### config.mk
export PLATFORM = sky130hd
export DESIGN_NAME = mix_run_ctrl_flat
export DESIGN_NICKNAME = d
export VERILOG_FILES = /design/src/rtl/mix_ctrl_pkg.sv /design/src/rtl/mix_run_ctrl_if.sv /design/src/rtl/mix_tx_shifter.sv /design/src/rtl/mix_run_ctrl.sv /design/src/flat_wrapper.sv
export SDC_FILE = /design/constraint.sdc
export NUM_CORES = 1
export LEC_CHECK = 0
export BUFFER_PORTS_ARGS = -buffer_cell sky130_fd_sc_hd__buf_2
export CELL_PAD_IN_SITES_DETAIL_PLACEMENT = 1
export CELL_PAD_IN_SITES_GLOBAL_PLACEMENT = 1
export CORE_AREA = 2 2 188 190
export DETAILED_ROUTE_END_ITERATION = 8
export DIE_AREA = 0 0 190 192
export PLACE_DENSITY = 0.82
export SYNTH_ARGS = -nofsm -noshare
export SYNTH_HDL_FRONTEND = slang
export SYNTH_HIERARCHICAL = 1
export SYNTH_SLANG_ARGS = --single-unit
### constraint.sdc
create_clock -name clk -period 13.9 [get_ports clk]
set_input_delay 4.17 -clock clk [delete_from_list [all_inputs] [get_ports clk]]
set_output_delay 4.17 -clock clk [all_outputs]
set_load 0.02 [all_outputs]
### src/rtl/mix_ctrl_pkg.sv
// Shared types and constants for the mixsx32 run controller and its
// payload shifter: state encoding, chu_uart register map, sync byte.
package mix_ctrl_pkg;

    typedef enum logic [2:0] {
        ST_IDLE,
        ST_BAUD,
        ST_ARM,
        ST_WAIT_MIX,
        ST_CHECK_TX,
        ST_SEND,
        ST_DONE,
        ST_ERR
    } state_t;

    localparam logic [4:0] UART_DVSR_ADDR   = 5'd1;
    localparam logic [4:0] UART_TX_ADDR     = 5'd2;
    localparam int         UART_TX_FULL_BIT = 9;
    localparam logic [7:0] SYNC_BYTE        = 8'hA5;

    // chu_uart takes TX bytes in the low lane of a 32-bit write
    function automatic logic [31:0] tx_word(input logic [7:0] b);
        return {24'b0, b};
    endfunction

endpackage

### src/rtl/mix_run_ctrl_if.sv
// chu_uart register bus as seen by the run controller.
// master: the controller (drives address/data/strobes, reads status).
// slave:  the UART side.
interface mix_run_ctrl_if;

    logic [4:0]  uart_addr;
    logic [31:0] uart_wr_data;
    logic        uart_write;
    logic        uart_read;
    logic [31:0] uart_rd_data;

    modport master (
        output uart_addr,
        output uart_wr_data,
        output uart_write,
        output uart_read,
        input  uart_rd_data
    );

    modport slave (
        input  uart_addr,
        input  uart_wr_data,
        input  uart_write,
        input  uart_read,
        output uart_rd_data
    );

endinterface

### src/rtl/mix_tx_shifter.sv
// Payload holder for one run: captures the mixer result once, then hands
// out bytes LSB-first, one per advance. Loading also rewinds the byte
// counter, so every run starts from byte 0 regardless of how the previous
// run ended.
module mix_tx_shifter #(
    parameter int NUM_BYTES = 32
) (
    input  logic                   clk,
    input  logic                   reset,
    input  logic                   load,
    input  logic [NUM_BYTES*8-1:0] data_in,
    input  logic                   advance,
    output logic [7:0]             byte_out,
    output logic                   last
);

    localparam int CW = $clog2(NUM_BYTES + 1);

    logic [NUM_BYTES*8-1:0] payload_reg;
    logic [CW-1:0]          count_reg;
    logic [7:0]             byte_lane [NUM_BYTES];

    // Split the payload into byte lanes; lane k is cout[8k +: 8]
    generate
        for (genvar gi = 0; gi < NUM_BYTES; gi++) begin : g_lane
            assign byte_lane[gi] = payload_reg[gi*8 +: 8];
        end
    endgenerate

    // Capture on load, otherwise step the byte pointer on each send
    always_ff @(posedge clk or posedge reset) begin
        if (reset) begin
            payload_reg <= '0;
            count_reg   <= '0;
        end else if (load) begin
            payload_reg <= data_in;
            count_reg   <= '0;
        end else if (advance) begin
            count_reg <= count_reg + 1'b1;
        end
    end

    // Select the byte addressed by the counter
    always_comb begin
        byte_out = '0;
        for (int i = 0; i < NUM_BYTES; i++) begin
            if (count_reg == CW'(i)) begin
                byte_out = byte_lane[i];
            end
        end
    end

    assign last = (count_reg == CW'(NUM_BYTES - 1));

endmodule

### src/rtl/mix_run_ctrl.sv
// Run sequencer between mixsx32 and chu_uart: programs the baud divisor
// once after reset, releases the mixer, waits for its result under a
// timeout and streams the result bytes into the UART TX FIFO.
// Optional build macro MIX_CTRL_SYNC_BYTE_EN: prefix each payload with a
// 8'hA5 framing byte sent through the same full-flag handshake.
module mix_run_ctrl
    import mix_ctrl_pkg::*;
#(
    parameter  int CWORDS64  = 4,
    parameter  int XWORDS32  = 2,
    parameter  int DVSR      = 651,
    parameter  int TIMEOUT   = 4096,
    localparam int DW        = $clog2(XWORDS32) * CWORDS64,
    localparam int NUM_BYTES = CWORDS64 * 8
) (
    input  logic                  clk,
    input  logic                  reset,
    input  logic                  start,
    input  logic [DW-1:0]         d_in,
    output logic                  busy,
    output logic                  done,
    output logic                  error,
    output logic                  mix_rst,
    output logic [DW-1:0]         mix_d,
    input  logic                  mix_rdy,
    input  logic [CWORDS64*64-1:0] mix_cout,
    mix_run_ctrl_if.master        uart
);

    localparam int TW = $clog2(TIMEOUT);

    state_t          state_reg, state_next;
    logic            baud_done_reg;
    logic            error_reg;
    logic [DW-1:0]   mix_d_reg;
    logic [TW-1:0]   tmo_reg;

    logic            start_accept;
    logic            shift_load;
    logic            shift_advance;
    logic [7:0]      shift_byte;
    logic            shift_last;
    logic [4:0]      tx_addr;
    logic [31:0]     tx_data;
    logic            tx_write;
    logic            tx_full;
    logic            unused_rd_bits;

`ifdef MIX_CTRL_SYNC_BYTE_EN
    logic            sync_pending_reg;
`endif

    assign start_accept = (state_reg == ST_IDLE) && start;
    assign tx_full      = uart.uart_rd_data[UART_TX_FULL_BIT];
    // Only the FIFO-full bit of the status word matters here
    assign unused_rd_bits = ^{uart.uart_rd_data[31:UART_TX_FULL_BIT+1],
                              uart.uart_rd_data[UART_TX_FULL_BIT-1:0]};

    mix_tx_shifter #(
        .NUM_BYTES (NUM_BYTES)
    ) u_shifter (
        .clk      (clk),
        .reset    (reset),
        .load     (shift_load),
        .data_in  (mix_cout),
        .advance  (shift_advance),
        .byte_out (shift_byte),
        .last     (shift_last)
    );

    // State register; a reset mid-run drops straight back to IDLE
    always_ff @(posedge clk or posedge reset) begin
        if (reset) begin
            state_reg <= ST_IDLE;
        end else begin
            state_reg <= state_next;
        end
    end

    // Next-state and UART write decode
    always_comb begin
        state_next    = state_reg;
        tx_addr       = '0;
        tx_data       = '0;
        tx_write      = 1'b0;
        shift_load    = 1'b0;
        shift_advance = 1'b0;
        case (state_reg)
            ST_IDLE: begin
                if (start) begin
                    state_next = baud_done_reg ? ST_ARM : ST_BAUD;
                end
            end
            ST_BAUD: begin
                tx_addr    = UART_DVSR_ADDR;
                tx_data    = 32'(DVSR);
                tx_write   = 1'b1;
                state_next = ST_ARM;
            end
            ST_ARM: begin
                state_next = ST_WAIT_MIX;
            end
            ST_WAIT_MIX: begin
                // a result arriving on the last counted cycle still counts
                if (mix_rdy) begin
                    shift_load = 1'b1;
                    state_next = ST_CHECK_TX;
                end else if (tmo_reg == '0) begin
                    state_next = ST_ERR;
                end
            end
            ST_CHECK_TX: begin
                if (!tx_full) begin
                    state_next = ST_SEND;
                end
            end
            ST_SEND: begin
                tx_addr  = UART_TX_ADDR;
                tx_write = 1'b1;
`ifdef MIX_CTRL_SYNC_BYTE_EN
                if (sync_pending_reg) begin
                    tx_data    = tx_word(SYNC_BYTE);
                    state_next = ST_CHECK_TX;
                end else begin
                    tx_data       = tx_word(shift_byte);
                    shift_advance = 1'b1;
                    state_next    = shift_last ? ST_DONE : ST_CHECK_TX;
                end
`else
                tx_data       = tx_word(shift_byte);
                shift_advance = 1'b1;
                state_next    = shift_last ? ST_DONE : ST_CHECK_TX;
`endif
            end
            ST_DONE: begin
                state_next = ST_IDLE;
            end
            ST_ERR: begin
                state_next = ST_IDLE;
            end
            default: begin
                state_next = ST_IDLE;
            end
        endcase
    end

    // Run bookkeeping: baud flag, sticky timeout flag, latched selector
    always_ff @(posedge clk or posedge reset) begin
        if (reset) begin
            baud_done_reg <= 1'b0;
            error_reg     <= 1'b0;
            mix_d_reg     <= '0;
        end else begin
            if (state_reg == ST_BAUD) begin
                baud_done_reg <= 1'b1;
            end
            if (start_accept) begin
                error_reg <= 1'b0;
                mix_d_reg <= d_in;
            end else if (state_reg == ST_ERR) begin
                error_reg <= 1'b1;
            end
        end
    end

    // Timeout counter: loaded in ARM, counts down while the mixer is busy
    always_ff @(posedge clk or posedge reset) begin
        if (reset) begin
            tmo_reg <= '0;
        end else if (state_reg == ST_ARM) begin
            tmo_reg <= TW'(TIMEOUT - 1);
        end else if ((state_reg == ST_WAIT_MIX) && !mix_rdy && (tmo_reg != '0)) begin
            tmo_reg <= tmo_reg - 1'b1;
        end
    end

`ifdef MIX_CTRL_SYNC_BYTE_EN
    // Framing byte owed at the start of each run, paid by the first SEND
    always_ff @(posedge clk or posedge reset) begin
        if (reset) begin
            sync_pending_reg <= 1'b0;
        end else if (start_accept) begin
            sync_pending_reg <= 1'b1;
        end else if (state_reg == ST_SEND) begin
            sync_pending_reg <= 1'b0;
        end
    end
`endif

    assign busy    = (state_reg != ST_IDLE);
    assign done    = (state_reg == ST_DONE);
    assign error   = error_reg;
    assign mix_rst = !((state_reg == ST_ARM) || (state_reg == ST_WAIT_MIX));
    assign mix_d   = mix_d_reg;

    assign uart.uart_addr    = tx_addr;
    assign uart.uart_wr_data = tx_data;
    assign uart.uart_write   = tx_write;
    assign uart.uart_read    = 1'b0;

endmodule

### src/flat_wrapper.sv
// flat-port wrapper written by rule: the top's interface ports become plain ports
module mix_run_ctrl_flat import mix_ctrl_pkg::*;
#(
    parameter  int CWORDS64  = 4,
    parameter  int XWORDS32  = 2,
    parameter  int DVSR      = 651,
    parameter  int TIMEOUT   = 4096,
    localparam int DW        = $clog2(XWORDS32) * CWORDS64,
    localparam int NUM_BYTES = CWORDS64 * 8
)
  (clk, reset, start, d_in, busy, done, error, mix_rst, mix_d, mix_rdy, mix_cout, uart_uart_addr, uart_uart_wr_data, uart_uart_write, uart_uart_read, uart_uart_rd_data);
  mix_run_ctrl_if uart_i ();
  input  logic clk;
  input  logic reset;
  input  logic start;
  input  logic [DW-1:0] d_in;
  output logic busy;
  output logic done;
  output logic error;
  output logic mix_rst;
  output logic [DW-1:0] mix_d;
  input  logic mix_rdy;
  input  logic [CWORDS64*64-1:0] mix_cout;
  output wire logic [$bits(uart_i.uart_addr)-1:0] uart_uart_addr;
  output wire logic [$bits(uart_i.uart_wr_data)-1:0] uart_uart_wr_data;
  output wire logic [$bits(uart_i.uart_write)-1:0] uart_uart_write;
  output wire logic [$bits(uart_i.uart_read)-1:0] uart_uart_read;
  input wire logic [$bits(uart_i.uart_rd_data)-1:0] uart_uart_rd_data;
  assign uart_uart_addr = uart_i.uart_addr;
  assign uart_uart_wr_data = uart_i.uart_wr_data;
  assign uart_uart_write = uart_i.uart_write;
  assign uart_uart_read = uart_i.uart_read;
  assign uart_i.uart_rd_data = uart_uart_rd_data;
  mix_run_ctrl #(.CWORDS64(CWORDS64), .XWORDS32(XWORDS32), .DVSR(DVSR), .TIMEOUT(TIMEOUT)) u_core (.clk(clk), .reset(reset), .start(start), .d_in(d_in), .busy(busy), .done(done), .error(error), .mix_rst(mix_rst), .mix_d(mix_d), .mix_rdy(mix_rdy), .mix_cout(mix_cout), .uart(uart_i));
endmodule
==> metrics, run 1 <==
standard cell core area=34300 um2; number of clock buffers inserted by TritonCTS=31; maxcap violations=0; Register-to-Register Path Depth=5; leading cell type by number of instances after synthesis=sky130_fd_sc_hd__dfrtp_1; Post-synth ARST share=100%; post-detailed-route DRC marker count=0; post-synthesis cell count=1264; detailed-route vias per instance=a little under 6; die area=roughly 36000 um2; largest vdd supply drop=109 uV; transition time at the pin with the least slew margin=1.11 ns; Clock Tree Root=sky130_fd_sc_hd__clkbuf_16; sequential cell area in the final layout=7080 um2; Final Critical Period=9.00 ns; maximum buffer depth of the clock tree=3; number of global-route vias before repair=about 13000; top area cells in the synthesized netlist=sky130_fd_sc_hd__dfrtp_1, sky130_fd_sc_hd__mux2_2, sky130_fd_sc_hd__nor2_1; area growth from synthesis to final layout=18.5%; number of standard cells in the layout, taps in and fillers out=1996; global-route met3 utilization=approximately 4.7%; Static Leak=roughly 7.4 nW; H-tree levels=1; placed instance count=approximately 2000; Slowest-stage cell, CP=sky130_fd_sc_hd__a2111oi_0; Yosys reg bits=283; Initial Utilization=41.9%; number of setup buffers added after CTS=0; global routing's busiest layer=met2; number of top-level pins=343; worst min path class=reg2reg; TritonCTS Sinks=283; number of antenna-violating nets in the routed design=0; clock skew=0.00858 ns; Die Y=192 um; Worst Hold Depth=1; Remaining Overflow, GRT=0; run status=completed; cell types with the highest counts after synthesis=sky130_fd_sc_hd__dfrtp_1, sky130_fd_sc_hd__mux2_2, sky130_fd_sc_hd__nor2_1, sky130_fd_sc_hd__nand2_1, sky130_fd_sc_hd__clkbuf_1; count of warnings emitted by yosys=6; Worst setup EP type=output pin; area of the multi-input gates=6780 um2; Total Wirelength=50000 um; PwrDens=219 nW/um2; number of different library cells in the post-synthesis netlist=94; share of post-route cells with drive strength above 1=41.3%; met2 Resource Use GR=between 40% and 50%; Via Count=11792; wire per inst=25.1 um; WS Path Type=reg2out; net total in the final layout=1822; initial antenna violation count=1; fmax=111 MHz; final core utilization=49.6%; Startpoint Class=flip-flop; number of inserted filler cells in the final layout=3756; proportion of synthesized chip area in sequential cells=a little under 50%; worst-path maximum fanout=14; cell breakdown of the critical path=inv_1 -> ha_1 -> nand2b_1 -> a21oi_1 -> a2111oi_1 -> nand3_1 -> a2111oi_0 -> o31ai_1 -> and3_1 -> buf_2; half-perimeter wire length of the detailed placement result=36600 um; max_slew headroom=26.3%; clock-pin transition on the worst setup and hold timing paths=0.06 ns; RSZ-0062 raised after global routing=no; part of the cycle the worst path needs=64.7%; post-CTS resize count=0; overall track demand over capacity in global routing=a little over a quarter; largest area contributor in the netlist=sky130_fd_sc_hd__dfrtp_1; slowest cell delay on critical path=a little over 0.9 ns; largest net degree at the start of global routing=185; CP required=9.73 ns; arrival time of data at the critical path endpoint=4.83 ns; Port Buffer Count=roughly 280; number of failing setup endpoints in the final timing report=0; final number of max-transition violations=0; initial DRC count=1168; cts-stage hold buffer count=0; Final Hold Fails=0; met1 track utilization from global routing=a little over a third; final RePlAce weighted congestion=0.921; Post-Route Setup TNS=0 ns; cell area after synthesis=approximately 14000 um2; die span in x=190 um; count of flip-flops with a built-in enable after synthesis=0; synthesized area divided by synthesized cell count=11.4 um2; portion of synthesized cell area occupied by the leading cell type=49.3%; CTS tree=yes; row count=68; clock latency at the later pin of the worst-skew pair=roughly 0.57 ns; Post-synth top flop=sky130_fd_sc_hd__dfrtp_1; number of flip-flops in the largest register=256; wire length of the first global-routing pass=between 70000 and 80000 um; number of iterations in the first detailed-routing pass=6
## cells by family after synthesis
group                    Yosys count  share of synthesized area (%)
flip-flops                       283                           49.3
AND/OR/NAND/NOR                  333                           12.2
other                              1                         0.0261
XOR/XNOR                           4                          0.244
buffers and inverters            115                           4.21
AO/OA/AOI/OAI                    263                           13.3
multiplexers                     259                           20.3
adder cells (fa/ha/maj)            6                          0.522
## power breakdown
| group | switching, mW | internal, mW |
|---|---|---|
| Combinational | 0.733 | 0.633 |
| Clock | 0.335 | 0.479 |
| Sequential | 0.324 | 1.23 |
| Total | 1.39 | 2.34 |
## cell usage in the layout (no fill, tap or decap), types with 8 or more instances in the layout
| cell type | instances |
|---|---|
| sky130_fd_sc_hd__nand2b_1 | 11 |
| sky130_fd_sc_hd__a21oi_1 | 41 |
| sky130_fd_sc_hd__conb_1 | 27 |
| sky130_fd_sc_hd__a211oi_1 | 11 |
| sky130_fd_sc_hd__nor2b_1 | 10 |
| sky130_fd_sc_hd__a221oi_1 | 31 |
| sky130_fd_sc_hd__a31oi_1 | 9 |
| sky130_fd_sc_hd__buf_4 | 11 |
| sky130_fd_sc_hd__mux2_2 | 255 |
| sky130_fd_sc_hd__o211ai_1 | 9 |
| sky130_fd_sc_hd__and3_1 | 10 |
| sky130_fd_sc_hd__nand3_1 | 37 |
| sky130_fd_sc_hd__dfrtp_1 | 283 |
| sky130_fd_sc_hd__o21a_1 | 8 |
| sky130_fd_sc_hd__a221o_1 | 9 |
| sky130_fd_sc_hd__nand2_1 | 72 |
| sky130_fd_sc_hd__inv_1 | 13 |
| sky130_fd_sc_hd__buf_2 | 284 |
| sky130_fd_sc_hd__a22oi_1 | 10 |
| sky130_fd_sc_hd__nor2_1 | 99 |
| sky130_fd_sc_hd__nor3_1 | 15 |
| sky130_fd_sc_hd__clkbuf_16 | 31 |
| sky130_fd_sc_hd__o21ai_0 | 37 |
| sky130_fd_sc_hd__o221ai_1 | 12 |
| sky130_fd_sc_hd__o31ai_1 | 10 |
| sky130_fd_sc_hd__o22ai_1 | 23 |
| sky130_fd_sc_hd__or3_1 | 10 |
## worst max-delay path, delay by kind of cell (launching register included)
kind                       cells  cell delay [ns]
AOI/OAI and AO/OA              4             2.09
adders and majority gates      1             0.44
buffers and inverters          2             0.28
DFF                            1             0.45
and+or+nand+nor                3             0.98
## area by class of cell
type                    instances  area share [%]
flip-flops and latches        283            41.6
multi-input cells             892            39.9
repair buffers                296            8.95
clock buffers                  43            5.23
well taps                     455            3.34
clock inverters                10           0.603
inverters                      16           0.397
diodes                          1          0.0147
## routing by layer
metal / part of all wire, % / routed length, um
met3: 6.7 / 3330
met5: 0 / 0
met4: 2.9 / 1470
met1: 42 / 20800
met2: 49 / 24400
## metrics by stage
stage	hold slack (ns)	power [mW]	instance area (um2)	worst slack [ns]
after global routing	0.519	3.92	17000	4.88
final	0.495	3.73	17000	4.90
after global placement	0.460	2.81	16000	5.68
after floorplan	0.446	2.40	14500	2.52
after CTS	0.503	3.72	17000	5.04
after detailed placement	0.492	2.88	16000	5.66
## worst paths after layout
| path | startpoint | end | slack, ns |
|---|---|---|---|
| min in group asynchronous | reset | u_core/u_shifter/payload_reg[8] | 3.75 |
| setup reg to reg | u_core/state_reg[1] | u_core/u_shifter/payload_reg[81] | 10.65 |
| hold reg to reg | u_core/tmo_reg[0] | u_core/tmo_reg[0] | 0.49 |
| setup / recovery | u_core/u_shifter/count_reg[0] | uart_uart_wr_data[4] | 4.90 |
| max in group asynchronous | reset | u_core/u_shifter/payload_reg[115] | 7.70 |
| hold / removal | u_core/tmo_reg[0] | u_core/tmo_reg[0] | 0.49 |
Power figures use the tool's default switching activity.
==> inputs of run 2 (changes only) <==
--- a/config.mk
+++ b/config.mk
@@ -5,13 +5,14 @@
 export SDC_FILE = /design/constraint.sdc
 export NUM_CORES = 1
 export LEC_CHECK = 0
+export ABC_AREA = 1
 export BUFFER_PORTS_ARGS = -buffer_cell sky130_fd_sc_hd__buf_2
 export CELL_PAD_IN_SITES_DETAIL_PLACEMENT = 1
 export CELL_PAD_IN_SITES_GLOBAL_PLACEMENT = 1
-export CORE_AREA = 2 2 188 190
+export CORE_AREA = 2 2 196 198
 export DETAILED_ROUTE_END_ITERATION = 8
-export DIE_AREA = 0 0 190 192
-export PLACE_DENSITY = 0.82
+export DIE_AREA = 0 0 198 200
+export PLACE_DENSITY = 0.83
 export SYNTH_ARGS = -nofsm -noshare
 export SYNTH_HDL_FRONTEND = slang
 export SYNTH_HIERARCHICAL = 1
==> constraint.sdc (replaced) <==
create_clock -name clk -period 8.3 [get_ports clk]
set_input_delay 2.49 -clock clk [delete_from_list [all_inputs] [get_ports clk]]
set_output_delay 2.49 -clock clk [all_outputs]
set_load 0.02 [all_outputs]
==> metrics, run 2 <==
run status=completed; Die Y=200 um (+4.2%); die area=39600 um2 (+8.6%); number of setup buffers added after CTS=0 (unchanged); clock-pin transition on the worst setup and hold timing paths=0.06 ns (about the same); max_slew headroom=21.2% (-5.1 points); detailed-route vias per instance=4.84 (-18%); Via Count=13505 (+15%); Initial Utilization=38.8% (-3.2 points); clock skew=0.00587 ns (-0.00271 ns); count of warnings emitted by yosys=6 (unchanged); Post-synth ARST share=100% (unchanged); number of failing setup endpoints in the final timing report=0 (unchanged); top area cells in the synthesized netlist=sky130_fd_sc_hd__dfrtp_1, sky130_fd_sc_hd__nand2_1, sky130_fd_sc_hd__o21ai_0; slowest cell delay on critical path=0.50 ns (-0.41 ns); uppermost layer routed=met4; number of flip-flops in the largest register=256 (unchanged); met2 wire len=22400 um (-8.3%); library cell appearing most often on the critical path=sky130_fd_sc_hd__nand2_1; fmax=140 MHz; initial antenna violation count=1 (unchanged); portion of synthesized cell area occupied by the leading cell type=48.9% (-0.43 points); Port Buffer Count=284 (unchanged); number of iterations in the first detailed-routing pass=5 (-1); Final Hold Fails=0 (unchanged); H-tree levels=2 (+1); final core utilization=46.3% (-3.3 points); CP required=5.81 ns (-3.92 ns); row count=71 (+4.4%); number of global-route vias before repair=14170 (+13%); post-synthesis cell count=2014 (+59%); net total in the final layout=2555 (+40%); PwrDens=357 nW/um2 (+63%); clock latency at the later pin of the worst-skew pair=0.54 ns (-0.03 ns); post-CTS resize count=0 (unchanged); number of inserted filler cells in the final layout=4821 (+28%); Yosys reg bits=283 (unchanged); commonest non-fill, non-tap cell in the layout=sky130_fd_sc_hd__nand2_1; Final Critical Period=between 7 and 8 ns; proportion of synthesized chip area in sequential cells=48.9% (-0.43 points); initial DRC count=647 (-45%); wire per inst=16.4 um (-35%); post-detailed-route DRC marker count=0 (unchanged); CP top delay family=simple AND/OR/NAND/NOR gates; leading cell type by number of instances after synthesis=sky130_fd_sc_hd__nand2_1; number of top-level pins=343 (unchanged); placed standard-cell area=16200 um2 (+0.79%); wl on met1=20300 um (-2.5%); post-layout total power=6.19 mW (+66%); share of post-route cells with drive strength above 1=17.1% (-24 points); transition time at the pin with the least slew margin=1.18 ns (+0.0721 ns); area growth from synthesis to final layout=19.5%; Worst setup EP type=output pin; TritonCTS Sinks=283 (unchanged); half-perimeter wire length of the detailed placement result=32500 um (-11%); count of flip-flops with a built-in enable after synthesis=0 (unchanged); largest area contributor in the netlist=sky130_fd_sc_hd__dfrtp_1; Total Wirelength=45600 um (-8.8%); arrival time of data at the critical path endpoint=4.64 ns (-0.19 ns); Remaining Overflow, GRT=0 (unchanged); number of buffer and inverter stages on the critical path=4 (+2); Slowest-stage cell, CP=sky130_fd_sc_hd__nor2_2; worst-path maximum fanout=13 (-1); overall track demand over capacity in global routing=23.3% (-4.0 points); WS Path Type=reg2out; Startpoint Class=flip-flop; commonest non-fill, non-tap cells in the layout=sky130_fd_sc_hd__nand2_1, sky130_fd_sc_hd__buf_2, sky130_fd_sc_hd__dfrtp_1; maxcap violations=0 (unchanged); Static Leak=9.17 nW (+24%); synthesized area divided by synthesized cell count=7.20 um2 (-37%); largest vdd supply drop=125 uV (+14%); cell area after synthesis=14500 um2 (+0.87%); number of clock buffers inserted by TritonCTS=35 (+13%); die span in x=198 um (+4.2%); Post-synth top flop=sky130_fd_sc_hd__dfrtp_1; standard cell core area=37400 um2 (+9.1%); number of antenna-violating nets in the routed design=0 (unchanged); Post-Route Setup TNS=0 ns (unchanged); cell types with the highest counts after synthesis=sky130_fd_sc_hd__nand2_1, sky130_fd_sc_hd__dfrtp_1, sky130_fd_sc_hd__inv_1, sky130_fd_sc_hd__o21ai_0, sky130_fd_sc_hd__a21oi_1; cts-stage hold buffer count=0 (unchanged); Clock Tree Root=sky130_fd_sc_hd__clkbuf_16; largest net degree at the start of global routing=187 (+1.1%); post-route standard cell area excluding fillers=17300 um2 (+1.7%); wire length of the first global-routing pass=72800 um (-4.0%); CTS tree=yes; part of the cycle the worst path needs=85.9%; final RePlAce weighted congestion=0.861 (-6.5%); final number of max-transition violations=0 (unchanged); met3 wire length=1620 um (-51%); maximum buffer depth of the clock tree=3 (unchanged); worst min path class=reg2reg; number of different library cells in the post-synthesis netlist=33 (-65%); RSZ-0062 raised after global routing=no
run 2: cell count changes after synthesis, moves of 11 or more:
| cell | change |
|---|---|
| sky130_fd_sc_hd__nand2_1 | +816 |
| sky130_fd_sc_hd__a221oi_1 | -31 |
| sky130_fd_sc_hd__nand3_1 | +20 |
| sky130_fd_sc_hd__o221ai_1 | -12 |
| sky130_fd_sc_hd__o21ai_0 | +155 |
| sky130_fd_sc_hd__mux2_2 | -255 |
| sky130_fd_sc_hd__clkbuf_1 | +20 |
| sky130_fd_sc_hd__o22ai_1 | -23 |
| sky130_fd_sc_hd__nor2_1 | -46 |
| sky130_fd_sc_hd__nor3_1 | -12 |
| sky130_fd_sc_hd__a21oi_1 | +74 |
| sky130_fd_sc_hd__a211oi_1 | -11 |
| sky130_fd_sc_hd__inv_1 | +215 |
| sky130_fd_sc_hd__nand2b_1 | -11 |
run 2: layout make-up:
type,count,area (um2),share of cell area [%]
tap,511,639,3.69
multi-input combinational,1399,5990,34.6
antenna,2,5.00,0.0289
timing repair buffer,296,1540,8.87
clock inverter,10,129,0.744
sequential,283,7080,40.9
clock buffer,49,1030,5.95
inverter,238,902,5.21
run 2: through the flow:
stage | hold slack [ns] | std cells | setup WS, ns
CTS | 0.468 | 2786 | 1.04
global route | 0.487 | 2787 | 0.577
global placement | 0.446 | 2727 | 1.63
detailed placement | 0.455 | 2727 | 1.64
floorplan | 0.428 | 2040 | 2.35
finish | 0.463 | 2788 | 1.17
run 2: metal layers:
layer,global-route usage (%),vias to the layer above
met3,3.33,90
li1,-,6607
met5,0,-
met2,40.0,272
met4,7.99,0
met1,30.2,6536
run 2: final timing paths:
kind | slack (ns) | endpoint | cells past startpoint | startpoint
setup / recovery | 1.17 | uart_uart_wr_data[5] | 34 | u_core/u_shifter/count_reg[4]
min in group asynchronous | 1.88 | u_core/u_shifter/payload_reg[251] | 2 | reset
max in group asynchronous | 4.74 | u_core/u_shifter/payload_reg[231] | 4 | reset
setup reg to reg | 5.23 | u_core/u_shifter/count_reg[2] | 7 | u_core/state_reg[2]
hold reg to reg | 0.46 | u_core/baud_done_reg | 2 | u_core/baud_done_reg
hold / removal | 0.46 | u_core/baud_done_reg | 2 | u_core/baud_done_reg
run 2: worst reg2reg max path, stage by stage (launching register included):
cell and delay, ns:
sky130_fd_sc_hd__dfrtp_1 0.47, sky130_fd_sc_hd__inv_2 0.16, sky130_fd_sc_hd__nand3_1 0.27, sky130_fd_sc_hd__nor2_4 0.17, sky130_fd_sc_hd__inv_4 0.64, sky130_fd_sc_hd__buf_4 0.84
sky130_fd_sc_hd__o21ai_0 0.26, sky130_fd_sc_hd__a21oi_1 0.19
run 2: cells by family (layout without fill, tap and decap cells):
family	after synthesis	after routing	share of synthesized area, %
DFF	283	283	48.9
other	1	29	0.0259
AOI/OAI and AO/OA	326	326	11.5
adders and majority gates	6	6	0.518
buffers and inverters	358	593	10.5
and+or+nand+nor	1040	1040	28.6
run 2: power by group:
| group | internal, mW | switching [mW] |
|---|---|---|
| registers | 2.04 | 0.315 |
| logic | 0.714 | 1.56 |
| clock network | 0.956 | 0.605 |
| total | 3.71 | 2.48 |
